## src/rtl/hub75_scan_ctrl.sv

```systemverilog
// ============================================================================
// Module   : hub75_scan_ctrl
// Brief    : HUB75 row / bit-plane scan sequencer with binary-weighted OE time
// Revision : 1.0
// ============================================================================
`default_nettype none

module hub75_scan_ctrl #(
  parameter  int hpixel_p        = 64,
  parameter  int vpixel_p        = 64,
  parameter  int bpp_p           = 8,
  parameter  int segments_p      = 2,
  parameter  int clk_div_wd_p    = 8,
  parameter  int blank_cyc_p     = 2,
  localparam int rows_p          = vpixel_p / segments_p,
  localparam int row_wd_p        = $clog2(rows_p),
  localparam int addr_width_p    = $clog2(hpixel_p * vpixel_p),
  localparam int pix_bit_width_p = $clog2(bpp_p),
  localparam int oe_wd_p         = clk_div_wd_p + bpp_p
) (
  input  logic                       clk,
  input  logic                       rst_n,
  input  logic                       i_enable,
  input  logic [clk_div_wd_p-1:0]    i_oe_base,
  output logic                       o_tx_start,
  output logic [addr_width_p-1:0]    o_init_addr,
  output logic [pix_bit_width_p-1:0] o_pix_bit,
  input  logic                       i_tx_ready,
  output logic [row_wd_p-1:0]        o_row_addr,
  output logic                       o_oe_n,
  output logic                       o_frame_done,
  output logic                       o_busy
);

  localparam int blank_wd_p = (blank_cyc_p > 1) ? $clog2(blank_cyc_p) : 1;

  localparam logic [2:0] c_st_idle     = 3'd0;
  localparam logic [2:0] c_st_tx_start = 3'd1;
  localparam logic [2:0] c_st_tx_wait  = 3'd2;
  localparam logic [2:0] c_st_blank    = 3'd3;
  localparam logic [2:0] c_st_show     = 3'd4;

  localparam logic [pix_bit_width_p-1:0] c_bit_last   = pix_bit_width_p'(bpp_p - 1);
  localparam logic [row_wd_p-1:0]        c_row_last   = row_wd_p'(rows_p - 1);
  localparam logic [blank_wd_p-1:0]      c_blank_load = blank_wd_p'(blank_cyc_p - 1);

  logic [2:0]                 r_state;
  logic [row_wd_p-1:0]        r_row;
  logic [pix_bit_width_p-1:0] r_bit;
  logic                       r_seen_low;
  logic [blank_wd_p-1:0]      r_blank_cnt;
  logic [oe_wd_p-1:0]         r_oe_cnt;

  logic                       w_last_bit;
  logic                       w_last_row;
  logic [pix_bit_width_p-1:0] w_bit_nxt;
  logic [row_wd_p-1:0]        w_row_nxt;
  logic                       w_start_ok;
  logic [clk_div_wd_p-1:0]    w_oe_base;
  logic [oe_wd_p-1:0]         w_oe_load;
  logic [addr_width_p-1:0]    w_cur_addr;
  logic [addr_width_p-1:0]    w_nxt_addr;

  always_comb begin
    w_last_bit = (r_bit == c_bit_last);
    w_last_row = (r_row == c_row_last);
    w_bit_nxt  = w_last_bit ? '0 : r_bit + pix_bit_width_p'(1);
    w_row_nxt  = r_row;
    if (w_last_bit) begin
      w_row_nxt = w_last_row ? '0 : r_row + row_wd_p'(1);
    end
    w_start_ok = i_enable && i_tx_ready;
    w_oe_base  = (i_oe_base == '0) ? clk_div_wd_p'(1) : i_oe_base;
    w_oe_load  = (oe_wd_p'(w_oe_base) << r_bit) - oe_wd_p'(1);
    w_cur_addr = addr_width_p'(r_row) * addr_width_p'(hpixel_p);
    w_nxt_addr = addr_width_p'(w_row_nxt) * addr_width_p'(hpixel_p);
  end

  // Shift parameters are loaded on entry to TX_START; the registered start
  // pulse follows one cycle later, so they are stable a cycle ahead of it.
  always_ff @(posedge clk) begin
    if (!rst_n) begin
      r_state      <= c_st_idle;
      r_row        <= '0;
      r_bit        <= '0;
      r_seen_low   <= 1'b0;
      r_blank_cnt  <= '0;
      r_oe_cnt     <= '0;
      o_tx_start   <= 1'b0;
      o_init_addr  <= '0;
      o_pix_bit    <= '0;
      o_row_addr   <= '0;
      o_oe_n       <= 1'b1;
      o_frame_done <= 1'b0;
      o_busy       <= 1'b0;
    end else begin
      o_tx_start   <= 1'b0;
      o_frame_done <= 1'b0;
      case (r_state)
        c_st_idle: begin
          o_oe_n <= 1'b1;
          if (w_start_ok) begin
            o_init_addr <= w_cur_addr;
            o_pix_bit   <= r_bit;
            o_busy      <= 1'b1;
            r_state     <= c_st_tx_start;
          end
        end
        c_st_tx_start: begin
          o_tx_start <= 1'b1;
          r_seen_low <= 1'b0;
          r_state    <= c_st_tx_wait;
        end
        c_st_tx_wait: begin
          o_oe_n <= 1'b1;
          if (!i_tx_ready) begin
            r_seen_low <= 1'b1;
          end else if (r_seen_low) begin
            r_blank_cnt <= c_blank_load;
            r_state     <= c_st_blank;
          end
        end
        c_st_blank: begin
          o_oe_n     <= 1'b1;
          o_row_addr <= r_row;
          if (r_blank_cnt == '0) begin
            r_oe_cnt <= w_oe_load;
            o_oe_n   <= 1'b0;
            r_state  <= c_st_show;
          end else begin
            r_blank_cnt <= r_blank_cnt - blank_wd_p'(1);
          end
        end
        c_st_show: begin
          if (r_oe_cnt != '0) begin
            r_oe_cnt <= r_oe_cnt - oe_wd_p'(1);
          end else begin
            o_oe_n       <= 1'b1;
            r_bit        <= w_bit_nxt;
            r_row        <= w_row_nxt;
            o_frame_done <= w_last_bit && w_last_row;
            if (w_start_ok) begin
              o_init_addr <= w_nxt_addr;
              o_pix_bit   <= w_bit_nxt;
              r_state     <= c_st_tx_start;
            end else begin
              o_busy  <= 1'b0;
              r_state <= c_st_idle;
            end
          end
        end
        default: begin
          o_oe_n  <= 1'b1;
          o_busy  <= 1'b0;
          r_state <= c_st_idle;
        end
      endcase
    end
  end

endmodule

`default_nettype wire

```

## config.mk

```make
export PLATFORM = sky130hd
export DESIGN_NAME = hub75_scan_ctrl
export DESIGN_NICKNAME = d
export VERILOG_FILES = /design/src/rtl/hub75_scan_ctrl.sv
export SDC_FILE = /design/constraint.sdc
export NUM_CORES = 1
export LEC_CHECK = 0
export CAP_MARGIN = 10
export CORE_MARGIN = 2
export CORE_UTILIZATION = 50
export DETAILED_ROUTE_END_ITERATION = 16
export PLACE_DENSITY = 0.76
export SLEW_MARGIN = 20
export SYNTH_ARGS = -nofsm -noshare
export SYNTH_HDL_FRONTEND = slang
export SYNTH_SLANG_ARGS = --single-unit
```

## constraint.sdc

```tcl
create_clock -name clk -period 2.5 [get_ports clk]
set_input_delay 0.25 -clock clk [delete_from_list [all_inputs] [get_ports clk]]
set_output_delay 0.25 -clock clk [all_outputs]
set_load 0.005 [all_outputs]
```

==> results of run 1 <==
cell families (layout without fill, tap and decap cells):
kind of cell,count (synthesis),after routing,synth area share
AO/OA/AOI/OAI,99,99,0.229
XOR/XNOR,3,3,0.00924
adder cells (fa/ha/maj),5,5,0.0220
buffers and inverters,38,100,0.0713
flip-flops,46,46,0.324
multiplexers,19,19,0.0854
other,1,7,0.00132
AND/OR/NAND/NOR,145,145,0.257
cells in the mapped netlist, types with 2 or more instances:
master / n / area [µm²]
a211oi_1: 5 / 37.5
a21o_1: 2 / 15.0
a21oi_1: 33 / 165
a22o_1: 2 / 17.5
a311oi_1: 5 / 43.8
a31o_2: 2 / 17.5
a31oi_1: 4 / 25.0
a32oi_1: 3 / 26.3
and2_1: 2 / 12.5
and3_1: 4 / 25.0
buf_1: 3 / 11.3
buf_2: 3 / 15.0
buf_4: 9 / 67.6
buf_6: 3 / 33.8
clkbuf_1: 14 / 52.6
clkinv_1: 2 / 7.51
dfxtp_1: 46 / 921
ha_1: 5 / 62.6
inv_1: 3 / 11.3
mux2_2: 2 / 22.5
mux2i_1: 13 / 130
mux4_2: 4 / 90.1
nand2_1: 33 / 124
nand2b_1: 3 / 18.8
nand3_1: 16 / 80.1
nand3b_1: 2 / 15.0
nand4_1: 6 / 37.5
nor2_1: 40 / 150
nor2b_1: 2 / 12.5
nor3_1: 11 / 55.1
nor3b_1: 3 / 22.5
nor4_1: 7 / 43.8
o2111ai_1: 3 / 26.3
o21a_1: 2 / 15.0
o21ai_0: 17 / 85.1
o22ai_1: 2 / 12.5
o311a_1: 2 / 20.0
or3_1: 7 / 43.8
or4_1: 2 / 15.0
xnor2_1: 2 / 17.5
flip-flops by register name, indices dropped and copies added (netlist names):
name,cells
o_init_addr,5
o_frame_done,1
r_seen_low,1
r_row,5
r_state,3
r_blank_cnt,1
o_pix_bit,3
o_row_addr,5
r_bit,3
o_oe_n,1
o_tx_start,1
r_oe_cnt,16
o_busy,1
critical path, cell delays in order:
cell	delay, ns
clkdlybuf4s50_1	0.52
nor3_2	0.10
a211o_1	0.30
a32oi_2	0.24
buf_4	0.15
nand4_1	0.09
or3_4	0.41
or4_1	0.39
and4b_1	0.19
layout make-up:
class	instances	area, µm²	share of cell area
Multi-Input combinational cell	278	1810	0.491
Sequential cell	46	928	0.252
Timing Repair Buffer	86	741	0.201
Tap cell	72	90.1	0.0244
Clock buffer	5	68.8	0.0186
Clock inverter	3	27.5	0.00746
Inverter	6	22.5	0.00610
metal layers:
metal	GRT usage	vias to the layer above	part of all wire
met1	0.337	1392	0.43
met5	0	-	0
li1	-	1445	-
met3	0.0520	17	0.064
met4	0.0897	0	0.019
met2	0.432	117	0.49
worst min path at each step:
stage	start	to
floorplan	r_oe_cnt[3]$_SDFFE_PN0P_	r_oe_cnt[3]$_SDFFE_PN0P_
global placement	o_row_addr[3]$_SDFFE_PN0N_	o_row_addr[3]$_SDFFE_PN0N_
detailed placement	r_oe_cnt[3]$_SDFFE_PN0P_	r_oe_cnt[3]$_SDFFE_PN0P_
CTS	r_oe_cnt[3]$_SDFFE_PN0P_	r_oe_cnt[3]$_SDFFE_PN0P_
global route	r_oe_cnt[3]$_SDFFE_PN0P_	r_oe_cnt[3]$_SDFFE_PN0P_
finish	o_row_addr[3]$_SDFFE_PN0N_	o_row_addr[3]$_SDFFE_PN0N_
what timing repair did:
action | CTS | global route
endpoints found under the setup margin | 3 | 10
cloned | 0 | 0
setup buffers | 0 | 2
gates resized for setup | 7 | 17
pin swaps | 0 | 6
hold endpoints to repair | 0 | 0
metrics by stage:
step / instance area (µm²) / total power [mW] / setup TNS, ns
2_1_floorplan: 2890 / 1.07 / -0.0353
3_3_place_gp: 3500 / 1.24 / -1.61
3_5_place_dp: 3500 / 1.25 / -2.30
4_1_cts: 3610 / 1.73 / 0
5_1_grt: 3690 / 1.82 / -0.0749
6_report: 3690 / 1.73 / 0
power by group through the flow:
| stage | logic, mW | registers [mW] | clock network [mW] |
|---|---|---|---|
| global route | 0.483 | 0.809 | 0.532 |
| global placement | 0.419 | 0.820 | 0 |
| detailed placement | 0.425 | 0.822 | 0 |
| floorplan | 0.261 | 0.810 | 0 |
| CTS | 0.430 | 0.806 | 0.495 |
| finish | 0.442 | 0.805 | 0.486 |
==> key figures, run 1 <==
Global route
  – Initial antenna violation count: 0
  – Total GRT Usage: 0.260
  – First-pass GRT wire length: roughly 13 mm
  – Pin count of the biggest net entering global routing: 36
  – Overflow left after global routing: 0
  – Vias in the first global route: about 2800

CTS
  – CTS Hold Buffers Added: 0
  – Clock Latency Late Sink: around 0.31 ns
  – CTS Sinks: between 40 and 50
  – CTS tree: built
  – H-tree depth: 2
  – Clock-pin slew on the worst setup and hold paths: roughly 0.10 ns
  – CTS Buf Count: 5
  – CTS Root Buffer Type: clkbuf_8
  – Maximum root-to-sink buffer count: 2

Drt
  – DRT iter0 DRCs: 229
  – Drt total wl: about 8 mm
  – Drt first pass iters: 5
  – Avg WL per Cell: about 16 µm
  – DR vias/cell: 5.99
  – Final ANT Viol Nets: 0
  – # DRC: 0
  – Via count: 2971

Pwr
  – NetSw: approximately 0.55 mW
  – Pwr dens: ~470 nW/µm²
  – Switching Share: 0.315
  – Worst VDD drop: 0.000309 V
  – Clock power frac: 0.281
  – Combinational fraction of design power: 0.255
  – Part of the power in registers: 0.464
  – Leak Pwr: 1.47 nW
  – Pint: ~1.2 mW

Worst hold path
  – Worst Hold Depth: 2
  – HP Class: reg2reg

Timing
  – Crit share post-route: 0.976
  – Hold WS: between 0.4 and 0.5 ns
  – Worst relative slew slack: 0.671
  – Final setup viols: 0
  – FMAX: slightly above 400 MHz
  – Slew @ Worst Pin: between 0.4 and 0.5 ns
  – Final hold vios: 0
  – Final slew viol count: 0
  – Fin crit period: 2.44 ns
  – Post-route worst setup slack: around 0.06 ns
  – Clk_skew: 0.0134 ns
  – RSZ-0062 raised after global routing: true

Critical path
  – Setup crit start: i_oe_base[7]
  – Crit Path Category: in2reg
  – R2r worst-path depth: 9
  – Reg2Reg Setup Slack: 0.09 ns
  – Crit path to: r_oe_cnt[15]$_SDFFE_PN0P_
  – Worst r2r src: r_bit[0]$_SDFFE_PN0P_
  – Critical Path Sink Type: flip-flop
  – WP data required: between 2 and 3 ns
  – RR Endpoint: r_oe_cnt[15]$_SDFFE_PN0P_
  – Startpoint types: primary input
  – Crit-path max FO: 4
  – Crit path arrival time: ~2.6 ns

Cells and area
  – # nets final: 440
  – Most frequent cells in the layout: 55 x buf_4, 44 x dfxtp_1, 39 x nor2_1
  – Area growth, synth to finish: 29.8%
  – Share of post-route cells with drive strength above 1: 0.231
  – # fillers: about 460
  – Final std cells w/o fill: between 400 and 500
  – Final Util: 0.670
  – ANT cells: 0
  – Most common cell after layout, fill and taps aside: buf_4

Place
  – DP HPWL: between 5 and 6 mm
  – Port Buffers: 28
  – Gp weighted congestion: 0.896
  – Pre-CTS setup slack: -0.354 ns
  – Placed Cells: 486

Synthesis
  – EDFF count, synth: 0
  – FF+latch count, synth: 46
  – Top_reg_cell synth: dfxtp_1
  – Synthesized cell area: between 2000 and 3000 µm²
  – Post-synth cell types: 67
  – Synth Instances: about 360
  – Post-synth ARST share: 0
  – Sequential share of the synthesized area: 0.324
  – Yosys warning total: 0
  – Synthesized area per cell: 7.99 µm²

Die
  – Row cnt: 27
  – Die X: between 70 and 80 µm
  – Die height: 79.4 µm
  – Die Area: approximately 6300 µm²
  – Initial Util: 0.516
  – Io pins: 36
  – Core area: ~5500 µm²

Outcome
  – Status: completed

Flow run
  – Max-Cap Viols: 0
(Power assumes the default switching activity.)
==> run 2, diff against run 1 <==
CAP_MARGIN = not set   (was 10)
CELL_PAD_IN_SITES_DETAIL_PLACEMENT = 1   (was not set)
CELL_PAD_IN_SITES_GLOBAL_PLACEMENT = 1   (was not set)
CORE_UTILIZATION = 37   (was 50)
PLACE_DENSITY = not set   (was 0.76)
PLACE_DENSITY_LB_ADDON = 0.1   (was not set)
==> run 2 against run 1 <==
Compared with the run above: critical endpoint unchanged; utilization fell by 14 points; clock power rose by 12%; critical path depth did not move; routed wire length up 22%; design area is 5.6% higher; power grew 5.4%; non-clock buffer count rose by 17; first-iteration DRC count shrank 53%; the run now ends with negative setup slack left; sequential power grew 0.6%; hold slack improved by 0.011 ns; cell count grew 8.9%; worst setup slack got worse by 0.091 ns.
==> key figures, run 2 (synthesized netlist as in run 1, its figures left out) <==
Outcome
  – Status: complete, but fails checks
  – Violations in the final reports: negative setup slack

Drt
  – DRT iter0 DRCs: 108 (-53%)
  – Via count: 3017 (+1.5%)
  – # DRC: 0 (unchanged)
  – Avg WL per Cell: 17.9 µm (+12%)
  – DR vias/cell: 5.59 (-6.7%)
  – Final ANT Viol Nets: 0 (unchanged)
  – Drt total wl: 9.65 mm (+22%)
  – Drt first pass iters: 4 (-1)

Die
  – Io pins: 36 (unchanged)
  – Core area: 7330 µm² (+33%)
  – Die X: 91.7 µm (+15%)
  – Initial Util: 0.388 (-0.128)
  – Die Area: 8400 µm² (+33%)
  – Row cnt: 31 (+15%)
  – Die height: 91.7 µm (+15%)

Place
  – Gp weighted congestion: 0.840 (-6.2%)
  – DP HPWL: 6.87 mm (+18%)
  – Pre-CTS setup slack: -0.502 ns (-0.148 ns)
  – Placed Cells: 521 (+7.2%)
  – Port Buffers: 28 (unchanged)

Cells and area
  – Share of post-route cells with drive strength above 1: 0.272 (+0.0410)
  – Final std cells w/o fill: 540 (+8.9%)
  – Most common cell after layout, fill and taps aside: buf_4
  – Max reg flops: 16 (unchanged)
  – # nets final: 457 (+3.9%)
  – Area growth, synth to finish: 37.1%
  – ANT cells: 0 (unchanged)
  – Most frequent cells in the layout: 69 x buf_4, 42 x dfxtp_1, 38 x nor2_1
  – Largest Register: r_oe_cnt
  – Final Util: 0.532 (-0.138)
  – # fillers: 903 (+98%)

Pwr
  – Switching Share: 0.339 (+0.0243)
  – Worst VDD drop: 0.000232 V (-25%)
  – NetSw: 0.619 mW (+14%)
  – Pwr dens: 469 nW/µm² (-0.23%)
  – Combinational fraction of design power: 0.260 (+0.005)
  – Clock power frac: 0.297 (+0.016)
  – Part of the power in registers: 0.444 (-0.020)
  – Pwr Total: 1.83 mW (+5.4%)
  – Pint: 1.21 mW (+1.7%)
  – Leak Pwr: 1.54 nW (+4.7%)

CTS
  – Clock-pin slew on the worst setup and hold paths: 0.12 ns (+0.02 ns)
  – CTS Buf Count: 5 (unchanged)
  – Maximum root-to-sink buffer count: 2 (unchanged)
  – CTS tree: built
  – CTS Hold Buffers Added: 0 (unchanged)
  – Clock Latency Late Sink: 0.32 ns (about the same)
  – H-tree depth: 2 (unchanged)
  – CTS Sinks: 46 (unchanged)
  – CTS Root Buffer Type: clkbuf_8

Global route
  – Vias in the first global route: 3073 (+9.9%)
  – First-pass GRT wire length: 15.8 mm (+21%)
  – Initial antenna violation count: 0 (unchanged)
  – Pin count of the biggest net entering global routing: 24 (-33%)
  – Total GRT Usage: 0.234 (-0.0266)
  – Overflow left after global routing: 0 (unchanged)

Timing
  – Clk_skew: 0.0121 ns (-0.00129 ns)
  – Crit share post-route: 1.01 (+0.0362)
  – Fin crit period: 2.53 ns (+0.0905 ns)
  – Final setup viols: 1 (+1)
  – Worst relative slew slack: 0.538 (-0.133)
  – RSZ-0062 raised after global routing: true
  – Final slew viol count: 0 (unchanged)
  – Post-route worst setup slack: -0.0304 ns (-0.0905 ns)
  – FMAX: 395 MHz (-3.6%)
  – Slew @ Worst Pin: 0.693 ns (+0.204 ns)
  – Final hold vios: 0 (unchanged)

Critical path
  – Crit path arrival time: 2.74 ns (+0.11 ns)
  – WP data required: 2.71 ns (+0.02 ns)
  – Crit-path max FO: 4 (unchanged)
  – R2r worst-path depth: 9 (unchanged)
  – RR Endpoint: r_oe_cnt[15]$_SDFFE_PN0P_
  – Crit Path Category: reg2reg
  – Critical Path Sink Type: flip-flop
  – Reg2Reg Setup Slack: -0.03 ns (-0.12 ns)
  – Startpoint types: flip-flop
  – Worst r2r src: r_bit[0]$_SDFFE_PN0P_

Worst hold path
  – HP Class: reg2reg
  – Hold Path Origin: r_row[4]$_SDFFE_PN0P_
  – Worst Hold Depth: 2 (unchanged)
  – Hold Path End: r_row[4]$_SDFFE_PN0P_

Flow run
  – Max-Cap Viols: 0 (unchanged)
[run 2: per-stage QoR]
stage / cell area, µm² / hold WS (ns) / TNS, ns
after CTS: 3780 / 0.507 / -0.118
after global routing: 3900 / 0.538 / -0.396
after floorplan: 2890 / 0.445 / -0.0353
final: 3900 / 0.508 / -0.0304
after global placement: 3590 / 0.477 / -2.62
after detailed placement: 3590 / 0.478 / -3.79
[run 2: final cells by class]
class	instances	area [µm²]	area share
timing repair buffer	103	870	0.223
clock inverter	3	28.8	0.00738
sequential	46	933	0.239
multi-input combinational	278	1850	0.474
tap	99	124	0.0318
clock buffer	5	68.8	0.0177
inverter	6	25.0	0.00642
[run 2: how the worst max path moves through the flow]
| stage | start | endpoint | slack [ns] | depth (start not counted) |
|---|---|---|---|---|
| after CTS | r_bit[0]$_SDFFE_PN0P_ | r_oe_cnt[10]$_SDFFE_PN0P_ | -0.07 | 9 |
| after floorplan | r_state[1]$_SDFFE_PN0P_ | r_oe_cnt[10]$_SDFFE_PN0P_ | -0.03 | 11 |
| after global routing | r_bit[0]$_SDFFE_PN0P_ | r_oe_cnt[15]$_SDFFE_PN0P_ | -0.12 | 9 |
| after detailed placement | i_oe_base[4] | r_oe_cnt[14]$_SDFFE_PN0P_ | -0.50 | 11 |
| after global placement | i_oe_base[7] | r_oe_cnt[10]$_SDFFE_PN0P_ | -0.39 | 10 |
| final | r_bit[0]$_SDFFE_PN0P_ | r_oe_cnt[15]$_SDFFE_PN0P_ | -0.03 | 9 |
[run 2: timing repair]
| item | 4_1_cts | 5_1_grt |
|---|---|---|
| pin swaps | 10 | 13 |
| resized for setup | 21 | 19 |
| setup buffers | 6 | 5 |
| endpoints found under the hold margin | 0 | 0 |
| setup endpoints to repair | 8 | 7 |
[run 2: critical path, cell delays in order, from the launching register on]
cell and delay, ns:
dfxtp_4 0.40, buf_6 0.10, buf_6 0.09, mux4_2 0.53, nand2_2 0.10, a31oi_1 0.09
nor2_1 0.19, nand4_1 0.19, or4_1 0.55, and4b_1 0.19
[run 2: metal layers]
| metal | global-route usage | wire, µm | vias up |
|---|---|---|---|
| li1 | - | - | 1481 |
| met1 | 0.331 | 4560 | 1473 |
| met2 | 0.382 | 4630 | 55 |
| met3 | 0.0320 | 379 | 8 |
| met4 | 0.0442 | 82 | 0 |
| met5 | 0 | 0 | - |
[run 2: power by group through the flow]
| stage | clock network [mW] | logic [mW] | registers [mW] |
|---|---|---|---|
| CTS | 0.548 | 0.455 | 0.808 |
| global placement | 0 | 0.435 | 0.822 |
| global route | 0.577 | 0.521 | 0.816 |
| finish | 0.542 | 0.474 | 0.810 |
| detailed placement | 0 | 0.447 | 0.824 |
| floorplan | 0 | 0.261 | 0.810 |
